**config.mk**
```make
export PLATFORM = sky130hd
export DESIGN_NAME = vga_timing_gen_flat
export DESIGN_NICKNAME = d
export VERILOG_FILES = /design/src/rtl/vga_timing_gen_if.sv /design/src/rtl/vga_timing_gen.sv /design/src/flat_wrapper.sv
export SDC_FILE = /design/constraint.sdc
export NUM_CORES = 1
export LEC_CHECK = 0
export ABC_AREA = 1
export BUFFER_PORTS_ARGS = -buffer_cell sky130_fd_sc_hd__buf_2
export CORE_ASPECT_RATIO = 0.6
export CORE_MARGIN = 1.5
export CORE_UTILIZATION = 45
export DETAILED_ROUTE_END_ITERATION = 10
export PLACE_DENSITY = 0.7
export SYNTH_ARGS = -nofsm -noshare
export SYNTH_HDL_FRONTEND = slang
export SYNTH_SLANG_ARGS = --single-unit
```
**constraint.sdc**
```tcl
create_clock -name vga_clk -period 1.6 [get_ports vga_clk]
set_input_delay 0.16 -clock vga_clk [delete_from_list [all_inputs] [get_ports vga_clk]]
set_output_delay 0.16 -clock vga_clk [all_outputs]
set_load 0.03 [all_outputs]
```
**src/rtl/vga_timing_gen_if.sv**
```systemverilog
// Raster timing bundle from the VGA timing generator to the drawing stages.
// The timing generator drives this bundle through the master modport.
interface vga_timing_gen_if;
    logic [9:0] DrawX;
    logic [9:0] DrawY;
    logic       blank;
    logic       hs;
    logic       vs;
    logic       line_start;
    logic       frame_start;
    logic [7:0] frame_count;

    modport master (
        output DrawX, DrawY, blank, hs, vs,
        output line_start, frame_start, frame_count
    );

    modport slave (
        input DrawX, DrawY, blank, hs, vs,
        input line_start, frame_start, frame_count
    );
endinterface

```
**src/rtl/vga_timing_gen.sv**
```systemverilog
// 640x480@60 VGA raster timing generator: counters, blank, delayed syncs,
// line/frame strobes and a frame counter for animation logic.
module vga_timing_gen #(
    parameter int unsigned H_ACTIVE   = 640,
    parameter int unsigned H_FP       = 16,
    parameter int unsigned H_SYNC     = 96,
    parameter int unsigned H_BP       = 48,
    parameter int unsigned V_ACTIVE   = 480,
    parameter int unsigned V_FP       = 10,
    parameter int unsigned V_SYNC     = 2,
    parameter int unsigned V_BP       = 33,
    parameter int unsigned SYNC_DELAY = 1
) (
    input  logic              vga_clk,
    input  logic              reset_n,
    vga_timing_gen_if.master  tim_o
);

    localparam int unsigned H_TOTAL = H_ACTIVE + H_FP + H_SYNC + H_BP;
    localparam int unsigned V_TOTAL = V_ACTIVE + V_FP + V_SYNC + V_BP;

    localparam logic [9:0] H_LAST   = 10'(H_TOTAL - 1);
    localparam logic [9:0] V_LAST   = 10'(V_TOTAL - 1);
    localparam logic [9:0] H_VIS    = 10'(H_ACTIVE);
    localparam logic [9:0] V_VIS    = 10'(V_ACTIVE);
    localparam logic [9:0] HS_BEG   = 10'(H_ACTIVE + H_FP);
    localparam logic [9:0] HS_END   = 10'(H_ACTIVE + H_FP + H_SYNC);
    localparam logic [9:0] VS_BEG   = 10'(V_ACTIVE + V_FP);
    localparam logic [9:0] VS_END   = 10'(V_ACTIVE + V_FP + V_SYNC);

    if (H_TOTAL > 1024 || V_TOTAL > 1024) begin : g_bad_total
        $error("vga_timing_gen: H_TOTAL/V_TOTAL exceed 10-bit counters");
    end
    if (SYNC_DELAY > 4) begin : g_bad_delay
        $error("vga_timing_gen: SYNC_DELAY must be 0..4");
    end

    logic [9:0] hc_q, hc_d;
    logic [9:0] vc_q, vc_d;
    logic       line_q, line_d;
    logic       frame_q, frame_d;
    logic [7:0] fcnt_q, fcnt_d;
    logic       h_wrap, v_wrap;
    logic       hs_raw, vs_raw;

    assign h_wrap = (hc_q == H_LAST);
    assign v_wrap = (vc_q == V_LAST);

    always_comb begin
        hc_d    = hc_q + 10'd1;
        vc_d    = vc_q;
        line_d  = h_wrap;
        frame_d = h_wrap && v_wrap;
        fcnt_d  = fcnt_q;
        if (h_wrap) begin
            hc_d = '0;
            vc_d = v_wrap ? '0 : vc_q + 10'd1;
            if (v_wrap) fcnt_d = fcnt_q + 8'd1;
        end
    end

    always_ff @(posedge vga_clk or negedge reset_n) begin
        if (!reset_n) begin
            hc_q    <= '0;
            vc_q    <= '0;
            line_q  <= 1'b0;
            frame_q <= 1'b0;
            fcnt_q  <= '0;
        end else begin
            hc_q    <= hc_d;
            vc_q    <= vc_d;
            line_q  <= line_d;
            frame_q <= frame_d;
            fcnt_q  <= fcnt_d;
        end
    end

    // vs spans whole lines, so it depends on vc alone
    assign hs_raw = !((hc_q >= HS_BEG) && (hc_q < HS_END));
    assign vs_raw = !((vc_q >= VS_BEG) && (vc_q < VS_END));

    if (SYNC_DELAY == 0) begin : g_sync_comb
        assign tim_o.hs = hs_raw;
        assign tim_o.vs = vs_raw;
    end else begin : g_sync_pipe
        logic [SYNC_DELAY-1:0] hs_q, vs_q;
        logic [SYNC_DELAY:0]   hs_d, vs_d;

        assign hs_d = {hs_q, hs_raw};
        assign vs_d = {vs_q, vs_raw};

        always_ff @(posedge vga_clk or negedge reset_n) begin
            if (!reset_n) begin
                hs_q <= '1;
                vs_q <= '1;
            end else begin
                hs_q <= hs_d[SYNC_DELAY-1:0];
                vs_q <= vs_d[SYNC_DELAY-1:0];
            end
        end

        assign tim_o.hs = hs_q[SYNC_DELAY-1];
        assign tim_o.vs = vs_q[SYNC_DELAY-1];
    end

    assign tim_o.DrawX       = hc_q;
    assign tim_o.DrawY       = vc_q;
    assign tim_o.blank       = reset_n && (hc_q < H_VIS) && (vc_q < V_VIS);
    assign tim_o.line_start  = line_q;
    assign tim_o.frame_start = frame_q;
    assign tim_o.frame_count = fcnt_q;

endmodule

```
**src/flat_wrapper.sv**
```systemverilog
// flat-port wrapper written by rule: the top's interface ports become plain ports
module vga_timing_gen_flat 
#(
    parameter int unsigned H_ACTIVE   = 640,
    parameter int unsigned H_FP       = 16,
    parameter int unsigned H_SYNC     = 96,
    parameter int unsigned H_BP       = 48,
    parameter int unsigned V_ACTIVE   = 480,
    parameter int unsigned V_FP       = 10,
    parameter int unsigned V_SYNC     = 2,
    parameter int unsigned V_BP       = 33,
    parameter int unsigned SYNC_DELAY = 1
)
  (vga_clk, reset_n, tim_o_DrawX, tim_o_DrawY, tim_o_blank, tim_o_hs, tim_o_vs, tim_o_line_start, tim_o_frame_start, tim_o_frame_count);
  vga_timing_gen_if tim_o_i ();
  input  logic vga_clk;
  input  logic reset_n;
  output wire logic [$bits(tim_o_i.DrawX)-1:0] tim_o_DrawX;
  output wire logic [$bits(tim_o_i.DrawY)-1:0] tim_o_DrawY;
  output wire logic [$bits(tim_o_i.blank)-1:0] tim_o_blank;
  output wire logic [$bits(tim_o_i.hs)-1:0] tim_o_hs;
  output wire logic [$bits(tim_o_i.vs)-1:0] tim_o_vs;
  output wire logic [$bits(tim_o_i.line_start)-1:0] tim_o_line_start;
  output wire logic [$bits(tim_o_i.frame_start)-1:0] tim_o_frame_start;
  output wire logic [$bits(tim_o_i.frame_count)-1:0] tim_o_frame_count;
  assign tim_o_DrawX = tim_o_i.DrawX;
  assign tim_o_DrawY = tim_o_i.DrawY;
  assign tim_o_blank = tim_o_i.blank;
  assign tim_o_hs = tim_o_i.hs;
  assign tim_o_vs = tim_o_i.vs;
  assign tim_o_line_start = tim_o_i.line_start;
  assign tim_o_frame_start = tim_o_i.frame_start;
  assign tim_o_frame_count = tim_o_i.frame_count;
  vga_timing_gen #(.H_ACTIVE(H_ACTIVE), .H_FP(H_FP), .H_SYNC(H_SYNC), .H_BP(H_BP), .V_ACTIVE(V_ACTIVE), .V_FP(V_FP), .V_SYNC(V_SYNC), .V_BP(V_BP), .SYNC_DELAY(SYNC_DELAY)) u_core (.vga_clk(vga_clk), .reset_n(reset_n), .tim_o(tim_o_i));
endmodule
```
==> results of run 1 <==
[where the power goes]
group / internal (mW) / switching (mW) / leakage, nW / total (mW)
clock: 0.295 / 0.272 / 0.0410 / 0.567
combinational: 0.00665 / 0.0203 / 0.722 / 0.0270
sequential: 0.810 / 0 / 0.424 / 0.810
total: 1.11 / 0.292 / 1.19 / 1.40
[sequential cells by signal, indices dropped and copies added (netlist names)]
name	flops
u_core.tim_o.DrawX	10
u_core.tim_o.DrawY	10
u_core.tim_o.frame_count	8
u_core.tim_o.frame_start	1
u_core.tim_o.hs	1
u_core.tim_o.line_start	1
u_core.tim_o.vs	1
[repair_timing]
| item | 4_1_cts | 5_1_grt |
|---|---|---|
| hold endpoints to repair | 30 | 0 |
| setup buffers | 0 | 4 |
| gates resized for setup | 0 | 7 |
| setup endpoints to repair | 0 | 10 |
| hold buffers | 1 | 0 |
[synthesized netlist by cell type (all sizes together)]
library cell	number
a21oi	2
buf	3
dfrtp	30
dfstp	2
ha	5
inv	29
nand2	65
nand3	16
nand3b	1
nand4	4
nor2	23
nor3	5
o211ai	1
o21ai	8
xnor2	7
xor2	9
[cell usage in the layout (no fill, tap or decap), drive strengths merged, types with 2 or more instances in the layout]
master,n
nor2,23
dfstp,2
buf,42
inv,29
xor2,9
dfrtp,30
ha,5
nand2,66
o21ai,8
nand4,4
a21oi,2
clkbuf,6
xnor2,7
nor3,5
nand3,16
[layer usage]
layer,GRT usage [%],vias to the layer above,part of all wire [%]
met5,0,-,0
met4,6.94,0,0.58
met3,5.33,4,6.6
met2,22.4,53,37
met1,29.2,657,56
li1,-,743,-
[final cells by class]
type,count,area share (%)
multi-input cells,147,38.6
flip-flops and latches,32,38.2
repair buffers,43,11.5
inverters,29,5.27
clock buffers,6,3.44
well taps,47,2.78
clock inverters,1,0.237
[final timing paths]
check / from / to / slack [ps] / depth (start not counted)
worst min register to register: u_core.tim_o.frame_count[7] / u_core.tim_o.frame_count[7] / 520 / 2
worst max register to register: u_core.tim_o.DrawY[0] / u_core.tim_o.frame_count[1] / 90 / 8
worst max-delay path: u_core.tim_o.DrawY[0] / u_core.tim_o.frame_count[1] / 90 / 8
worst min-delay path: reset_n / u_core.tim_o.DrawX[0] / 480 / 3
max in group asynchronous: reset_n / u_core.tim_o.vs / 780 / 3
min in group vga_clk: u_core.tim_o.frame_count[7] / u_core.tim_o.frame_count[7] / 520 / 2
[worst max-delay path: stages (launching register included)]
cell	delay (ps)
dfrtp_1	430
inv_2	100
ha_1	160
nand3_2	90
nor3_4	330
nand2_4	130
inv_4	110
nand2_1	50
nand2_1	60
[cells by family after synthesis]
family	synth area share (%)
adders and majority gates	3.60
buffers and inverters	7.84
AOI/OAI and AO/OA	3.53
DFF	46.2
xor gates and xnor gates	8.06
and+or+nand+nor	30.8
[stage by stage]
step | util [%] | setup slack (ps) | instance area [µm²] | cells | setup TNS, ps
global placement | 53.6 | 79.8 | 1970 | 292 | 0
floorplan | - | 12.0 | 1740 | 210 | 0
detailed placement | 53.6 | 63.8 | 1970 | 292 | 0
global route | 57.4 | -23.7 | 2110 | 305 | -91.0
CTS | 56.0 | 36.3 | 2060 | 300 | 0
finish | 57.4 | 88.6 | 2110 | 305 | 0
==> qor.yml, run 1 <==
outcome:
  status: "finished, final reports clean"
clock_network:
  numCtsBuffers: 5
  cts_tree: "done"
  h-tree-depth: 2
  clk_pin_slew_ps: 60
  insertion_delay_ps: 280
  cts_root_buf: "clkbuf_8"
  clockBufferDepth: 2
  clock_sinks: 32
routing:
  routed_wl_um: 3630
  drc: 0
  dr_total_vias: 1457
  wire_per_inst_um: 11.9
  avgViaCountPerCell: 4.78
  drtAntennaViolNets: 0
  first_pass_iters: 4
  drt_iter0_markers: 77
flow_run:
  max_cap_violations: 0
synthesis:
  synth_area_leaders: "dfrtp_1, nand2_1, inv_1"
  yosys.area.top_type: "dfrtp_1"
  synth.distinct_cells: 27
  syn_nets: 217
  ys_seq_area_share_pct: 46.2
  synth_top_cell_area_share_pct: 43.2
  synthesis.instances: 210
  netlist_area_um2: 1740
  avgSynthCellArea_um2: 8.28
  ys_seq_elements: 32
  yosys_warnings: 0
grt:
  grt_max_degree: 33
  grt_pass1_wl_um: 5940
  grt_usage_pct: 18.3
  grt_pass1_vias: 1205
  overflow: 0
  antenna_found_initial: 0
pwr:
  p_per_area_nw_per_um2: 664
  irDropWorstVdd_v: 0.000444
  power_mw: 1.40
  power.leakage_nw: 1.19
setup_path:
  arrival_ps: 1730
  crit_type: "register to register"
  cp_data_required_time_ps: 1820
  start_kind: "register"
  worstPathMaxFanout: 7
  cp-end-kind: "register"
sta:
  hold_viol_final: 0
  post-route-period-util_pct: 94.5
  fmax_ghz: 0.662
  finalClockSkew_ps: 7.71
  slew_viol_final: 0
  setup_viol: 0
  period_needed_ps: 1510
  hold_slack_ps: 485
  relSlewSlack_pct: 73.4
  tightest_slew_ps: 399
floorplan:
  rows: 17
  die_w_um: 83.3
  die_h_um: 51.2
  ios: 35
  start_util_pct: 47.3
  core-area_um2: 3680
  dieArea_um2: 4260
cells_and_area:
  final-seq-area_um2: 806
  multi_input_comb_area_um2: 816
  area_delta_synth_final_pct: 21.4
  diodes: 0
  drive_gt1_share_pct: 28.3
  fillers: 351
  final_nets: 265
worst_hold_path:
  hold_class: "input port to async pin"
placed_design:
  port_buffers: 34
  post-dp-hpwl_um: 2680
  gp_congestion: 0.781
(Power assumes the default switching activity.)
==> inputs of run 2 (changes only) <==
--- a/config.mk
+++ b/config.mk
@@ -11,6 +11,7 @@
 export CORE_MARGIN = 1.5
 export CORE_UTILIZATION = 45
 export DETAILED_ROUTE_END_ITERATION = 10
+export MAX_ROUTING_LAYER = met4
 export PLACE_DENSITY = 0.7
 export SYNTH_ARGS = -nofsm -noshare
 export SYNTH_HDL_FRONTEND = slang
==> qor.yml, run 2 (synthesis gave the netlist of run 1 again) <==
routing:
  first_pass_iters: 5  # +1
  avgViaCountPerCell: 4.79  # +0.21%
  routed_wl_um: 3650  # +0.50%
  drt_iter0_markers: 75  # -2.6%
  dr_total_vias: 1460  # +0.21%
  drtAntennaViolNets: 0  # unchanged
  drc: 0  # unchanged
  wire_per_inst_um: 12.0  # +0.50%
worst_hold_path:
  hold_class: "input port to async pin"
grt:
  antenna_found_initial: 0  # unchanged
  grt_pass1_vias: 1207  # +0.17%
  grt_pass1_wl_um: 5940  # unchanged
  overflow: 0  # unchanged
  grt_max_degree: 33  # unchanged
  grt_usage_pct: 18.9  # +0.52 points
pwr:
  internal-power_mw: 1.11  # about the same
  switching_share_pct: 21.1  # +0.31 points
  p_clk_share_pct: 40.6  # +0.2 points
  p_per_area_nw_per_um2: 667  # +0.39%
  power.leakage_nw: 1.19  # unchanged
  power_mw: 1.41  # +0.39%
  seqPwrFrac_pct: 57.5  # -0.2 points
  switching_power_uw: 298  # +1.9%
  p_comb_share_pct: 1.9  # about the same
  irDropWorstVdd_v: 0.000444  # about the same
floorplan:
  ios: 35  # unchanged
  die_w_um: 83.3  # unchanged
  rows: 17  # unchanged
  start_util_pct: 47.3  # unchanged
  die_h_um: 51.2  # unchanged
  core-area_um2: 3680  # unchanged
  dieArea_um2: 4260  # unchanged
cells_and_area:
  stdcell_area_um2: 2110  # unchanged
  area_delta_synth_final_pct: 21.4  # unchanged
  diodes: 0  # unchanged
  layout_commonest_cell: "nand2_1"
  final_util_pct: 57.4  # unchanged
  drive_gt1_share_pct: 28.3  # unchanged
  final_cell_mix: "nand2_1, buf_2, dfrtp_1"
  final_nets: 265  # unchanged
  layoutNonFillerInstCount: 305  # unchanged
  fillers: 351  # unchanged
sta:
  hold_slack_ps: 477  # -7.64 ps
  setup_viol: 0  # unchanged
  fmax_ghz: 0.662  # about the same
  tightest_slew_ps: 400  # +0.448 ps
  period_needed_ps: 1510  # +0.197 ps
  slew_viol_final: 0  # unchanged
  post-route-period-util_pct: 94.5  # about the same
  fin_setup_tns_ps: 0  # unchanged
  hold_viol_final: 0  # unchanged
  relSlewSlack_pct: 73.3  # about the same
  finalClockSkew_ps: 8.45  # +0.743 ps
  setup_ws_ps: 88.4  # -0.197 ps
placed_design:
  place_area_um2: 1970  # unchanged
  post-dp-hpwl_um: 2680  # unchanged
  placed_cells: 292  # unchanged
  port_buffers: 34  # unchanged
  pre_cts_slack_ps: 63.8  # unchanged
  gp_congestion: 0.792  # +1.4%
clock_network:
  cts_root_buf: "clkbuf_8"
  clock_sinks: 32  # unchanged
  numCtsBuffers: 5  # unchanged
  h-tree-depth: 2  # unchanged
  clk_pin_slew_ps: 60  # about the same
  insertion_delay_ps: 290  # about the same
  clockBufferDepth: 2  # unchanged
  cts_tree: "done"
setup_path:
  crit_type: "register to register"
  cp_data_required_time_ps: 1820  # about the same
  arrival_ps: 1730  # about the same
  crit_chain: "inv_2 -> ha_1 -> nand3_2 -> nor3_4 -> nand2_4 -> inv_4 -> nand2_1 -> nand2_1"
  start_kind: "register"
  cp_common_cell: "nand2_1"
  cp-end-kind: "register"
  max_stage_delay_ps: 430  # about the same
  worstPathMaxFanout: 7  # unchanged
  cpMaxStageDelayCell: "dfrtp_1"
flow_run:
  max_cap_violations: 0  # unchanged
outcome:
  status: "finished, final reports clean"
==> run 2: cell counts in the layout (fill, tap and decap cells not counted) <==
No cell type changed its count.
==> run 2: final timing paths <==
check / startpoint / end / slack, ps / cells after the start
worst min register to register: u_core.tim_o.frame_count[7] / u_core.tim_o.frame_count[7] / 520 / 2
min in group vga_clk: u_core.tim_o.frame_count[7] / u_core.tim_o.frame_count[7] / 520 / 2
max in group asynchronous: reset_n / u_core.tim_o.vs / 790 / 3
worst max-delay path: u_core.tim_o.DrawY[0] / u_core.tim_o.frame_count[1] / 90 / 8
worst min-delay path: reset_n / u_core.tim_o.DrawX[0] / 480 / 3
worst max register to register: u_core.tim_o.DrawY[0] / u_core.tim_o.frame_count[1] / 90 / 8
==> run 2: power groups by stage <==
stage | logic (mW) | clock network [mW] | registers [mW]
after CTS | 0.0277 | 0.587 | 0.809
final | 0.0269 | 0.572 | 0.810
after floorplan | 0.00431 | 0 | 0.824
after global routing | 0.0313 | 0.621 | 0.809
after detailed placement | 0.0258 | 0 | 0.824
after global placement | 0.0261 | 0 | 0.824
==> run 2: layout make-up <==
class	instances	area [µm²]	area share (%)
Sequential cell	32	806	38.2
Multi-Input combinational cell	147	816	38.6
Clock inverter	1	5.00	0.237
Clock buffer	6	72.6	3.44
Tap cell	47	58.8	2.78
Timing Repair Buffer	43	243	11.5
Inverter	29	111	5.27
==> run 2: routing by layer <==
metal | routed length [µm] | track usage [%] | up-vias
li1 | - | - | 742
met3 | 226 | 5.33 | 5
met4 | 44 | 6.94 | 0
met2 | 1350 | 22.4 | 47
met5 | 0 | - | -
met1 | 2030 | 29.2 | 666
==> run 2: timing repair <==
action / CTS / global route
gates resized for setup: 0 / 7
hold buffers: 1 / 0
buffers inserted: 0 / 4
setup endpoints to repair: 0 / 10
hold endpoints to repair: 30 / 0
==> run 2: worst max-delay path, delay by kind of cell, from the launching register on <==
kind	cells	cell delay, ps
adder cells (fa/ha/maj)	1	160
flip-flops	1	430
buffers and inverters	2	210
AND/OR/NAND/NOR	5	660
==> inputs of run 3 (changes only) <==
--- a/config.mk
+++ b/config.mk
@@ -12,7 +12,8 @@
 export CORE_UTILIZATION = 45
 export DETAILED_ROUTE_END_ITERATION = 10
 export MAX_ROUTING_LAYER = met4
-export PLACE_DENSITY = 0.7
+export PLACE_DENSITY = 0.73
+export SKIP_LAST_GASP = 1
 export SYNTH_ARGS = -nofsm -noshare
 export SYNTH_HDL_FRONTEND = slang
 export SYNTH_SLANG_ARGS = --single-unit
==> constraint.sdc (replaced) <==
create_clock -name vga_clk -period 1.3 [get_ports vga_clk]
set_input_delay 0.13 -clock vga_clk [delete_from_list [all_inputs] [get_ports vga_clk]]
set_output_delay 0.13 -clock vga_clk [all_outputs]
set_load 0.03 [all_outputs]
==> qor.yml, run 3 (synthesis gave the netlist of run 1 again) <==
outcome:
  status: "finished, violations left"
  violations: "setup timing"
routing:
  first_pass_iters: 4  # -1
  wire_per_inst_um: 14.5  # +21%
  routed_wl_um: 4950  # +35%
  avgViaCountPerCell: 4.93  # +3.0%
  drt_iter0_markers: 114  # +52%
  drc: 0  # unchanged
  dr_total_vias: 1681  # +15%
  drtAntennaViolNets: 0  # unchanged
grt:
  grt_pass1_vias: 1508  # +25%
  grt_pass1_wl_um: 7550  # +27%
  overflow: 0  # unchanged
  grt_usage_pct: 24.2  # +5.3 points
  antenna_found_initial: 0  # unchanged
  grt_max_degree: 33  # unchanged
pwr:
  power.leakage_nw: 1.38  # +16%
  power_mw: 1.83  # +30%
  p_per_area_nw_per_um2: 704  # +5.5%
  irDropWorstVdd_v: 0.000535  # +20%
sta:
  setup_viol: 26  # +26
  post-route-period-util_pct: 116
  tightest_slew_ps: 414  # +13.7 ps
  rsz0062_at_grt: "true"
  fmax_ghz: 0.661
  fin_setup_tns_ps: -2830  # -2830 ps
  period_needed_ps: 1510
  slew_viol_final: 0  # unchanged
  hold_viol_final: 0  # unchanged
  setup_ws_ps: -213  # -302 ps
  finalClockSkew_ps: 7.14  # -1.32 ps
  relSlewSlack_pct: 72.4  # -0.91 points
clock_network:
  clock_sinks: 32  # unchanged
  cts_root_buf: "clkbuf_8"
  cts_tree: "done"
  clockBufferDepth: 2  # unchanged
  insertion_delay_ps: 290  # about the same
  clk_pin_slew_ps: 60  # about the same
  numCtsBuffers: 5  # unchanged
  h-tree-depth: 2  # unchanged
floorplan:
  ios: 35  # unchanged
  rows: 17  # unchanged
  dieArea_um2: 4260  # unchanged
  core-area_um2: 3680  # unchanged
  die_w_um: 83.3  # unchanged
  die_h_um: 51.2  # unchanged
  start_util_pct: 47.3  # unchanged
setup_path:
  crit_chain: "inv_1 -> nor3_4 -> nor3_2 -> buf_4"
  crit_type: "register to primary output"
  arrival_ps: 1380  # -350 ps
  worstPathMaxFanout: 4  # -3
  cp-end-kind: "primary output"
  path_delay_family: "flip-flops"
  path_buf_inv: 2  # unchanged
  max_stage_delay_ps: 420  # about the same
  cpMaxStageDelayCell: "dfrtp_1"
  cp.depth: 4  # -4
  cp_data_required_time_ps: 1170  # -650 ps
  reg2reg_depth: 8  # unchanged
  start_kind: "register"
cells_and_area:
  drive_gt1_share_pct: 51.0  # +23 points
  final_nets: 300  # +13%
  final_cell_mix: "nand2_1, buf_4, buf_2"
  diodes: 0  # unchanged
  final-seq-area_um2: 821  # +1.9%
  area_delta_synth_final_pct: 49.9
  fillers: 260  # -26%
  layout_commonest_cell: "nand2_1"
  multi_input_comb_area_um2: 992  # +22%
placed_design:
  port_buffers: 34  # unchanged
  gp_congestion: 0.843  # +6.4%
  post-dp-hpwl_um: 3120  # +16%
flow_run:
  max_cap_violations: 0  # unchanged
worst_hold_path:
  hold_class: "input port to async pin"
==> run 3: cell count changes in the layout (fill, tap and decap cells not counted), sizes merged <==
cell,before,now
nor2,23,24
clkbuf,6,8
clkinv,1,0
buf,42,76
==> run 3: path summary, 6_finish.rpt <==
check / to / slack (ps) / startpoint
hold / removal: u_core.tim_o.DrawX[7] / 420 / reset_n
max in group asynchronous: u_core.tim_o.hs / 550 / reset_n
min in group vga_clk: u_core.tim_o.frame_count[7] / 540 / u_core.tim_o.frame_count[7]
setup / recovery: tim_o_blank / -210 / u_core.tim_o.DrawX[7]
setup reg to reg: u_core.tim_o.frame_count[5] / -150 / u_core.tim_o.DrawX[8]
hold reg to reg: u_core.tim_o.frame_count[7] / 540 / u_core.tim_o.frame_count[7]
==> run 3: layer usage <==
layer,global-route usage (%),share of wire [%]
met1,35.3,48
met2,31.6,44
met5,-,0
met4,9.72,2.1
met3,6.30,6.3
==> run 3: cell type report <==
| class | count | share of cell area (%) |
|---|---|---|
| Tap cell | 47 | 2.26 |
| Multi-Input combinational cell | 148 | 38.1 |
| Clock buffer | 8 | 3.45 |
| Inverter | 29 | 4.56 |
| Timing Repair Buffer | 77 | 20.2 |
| Sequential cell | 32 | 31.5 |
==> run 3: worst reg2reg max path, stage by stage (launching register included) <==
cell     delay (ps)
dfrtp_2         420
nand2_2          90
nor2_2          210
nand2_2         170
nor2_8          170
nand2_4         120
inv_8           110
nand2_2          40
nand2_1          50
==> run 3: through the flow <==
stage	instances	area, µm²	setup WS [ps]	utilization [%]	hold slack, ps
finish	341	2610	-213	70.9	416
global route	341	2610	-280	70.9	481
CTS	332	2440	-178	66.2	437
detailed placement	317	2220	-89.5	60.4	209
global placement	317	2220	-36.5	60.4	212
floorplan	210	1800	-114	-	-166
==> run 3: what timing repair did <==
| action | in CTS | in global routing |
|---|---|---|
| buffers inserted | 3 | 9 |
| endpoints found under the hold margin | 30 | 0 |
| gates resized for setup | 14 | 32 |
| endpoints found under the setup margin | 19 | 26 |
| pin swaps | 14 | 8 |
| cloned | 3 | 0 |
| hold buffers | 1 | 0 |
==> run 3: report_power, final <==
part           leakage [nW]  total [mW]  internal, mW  switching, mW
registers             0.407       0.996         0.996              0
clock network        0.0455       0.805         0.432          0.374
logic                 0.923      0.0336       0.00812         0.0255
total                  1.38        1.83          1.44          0.399
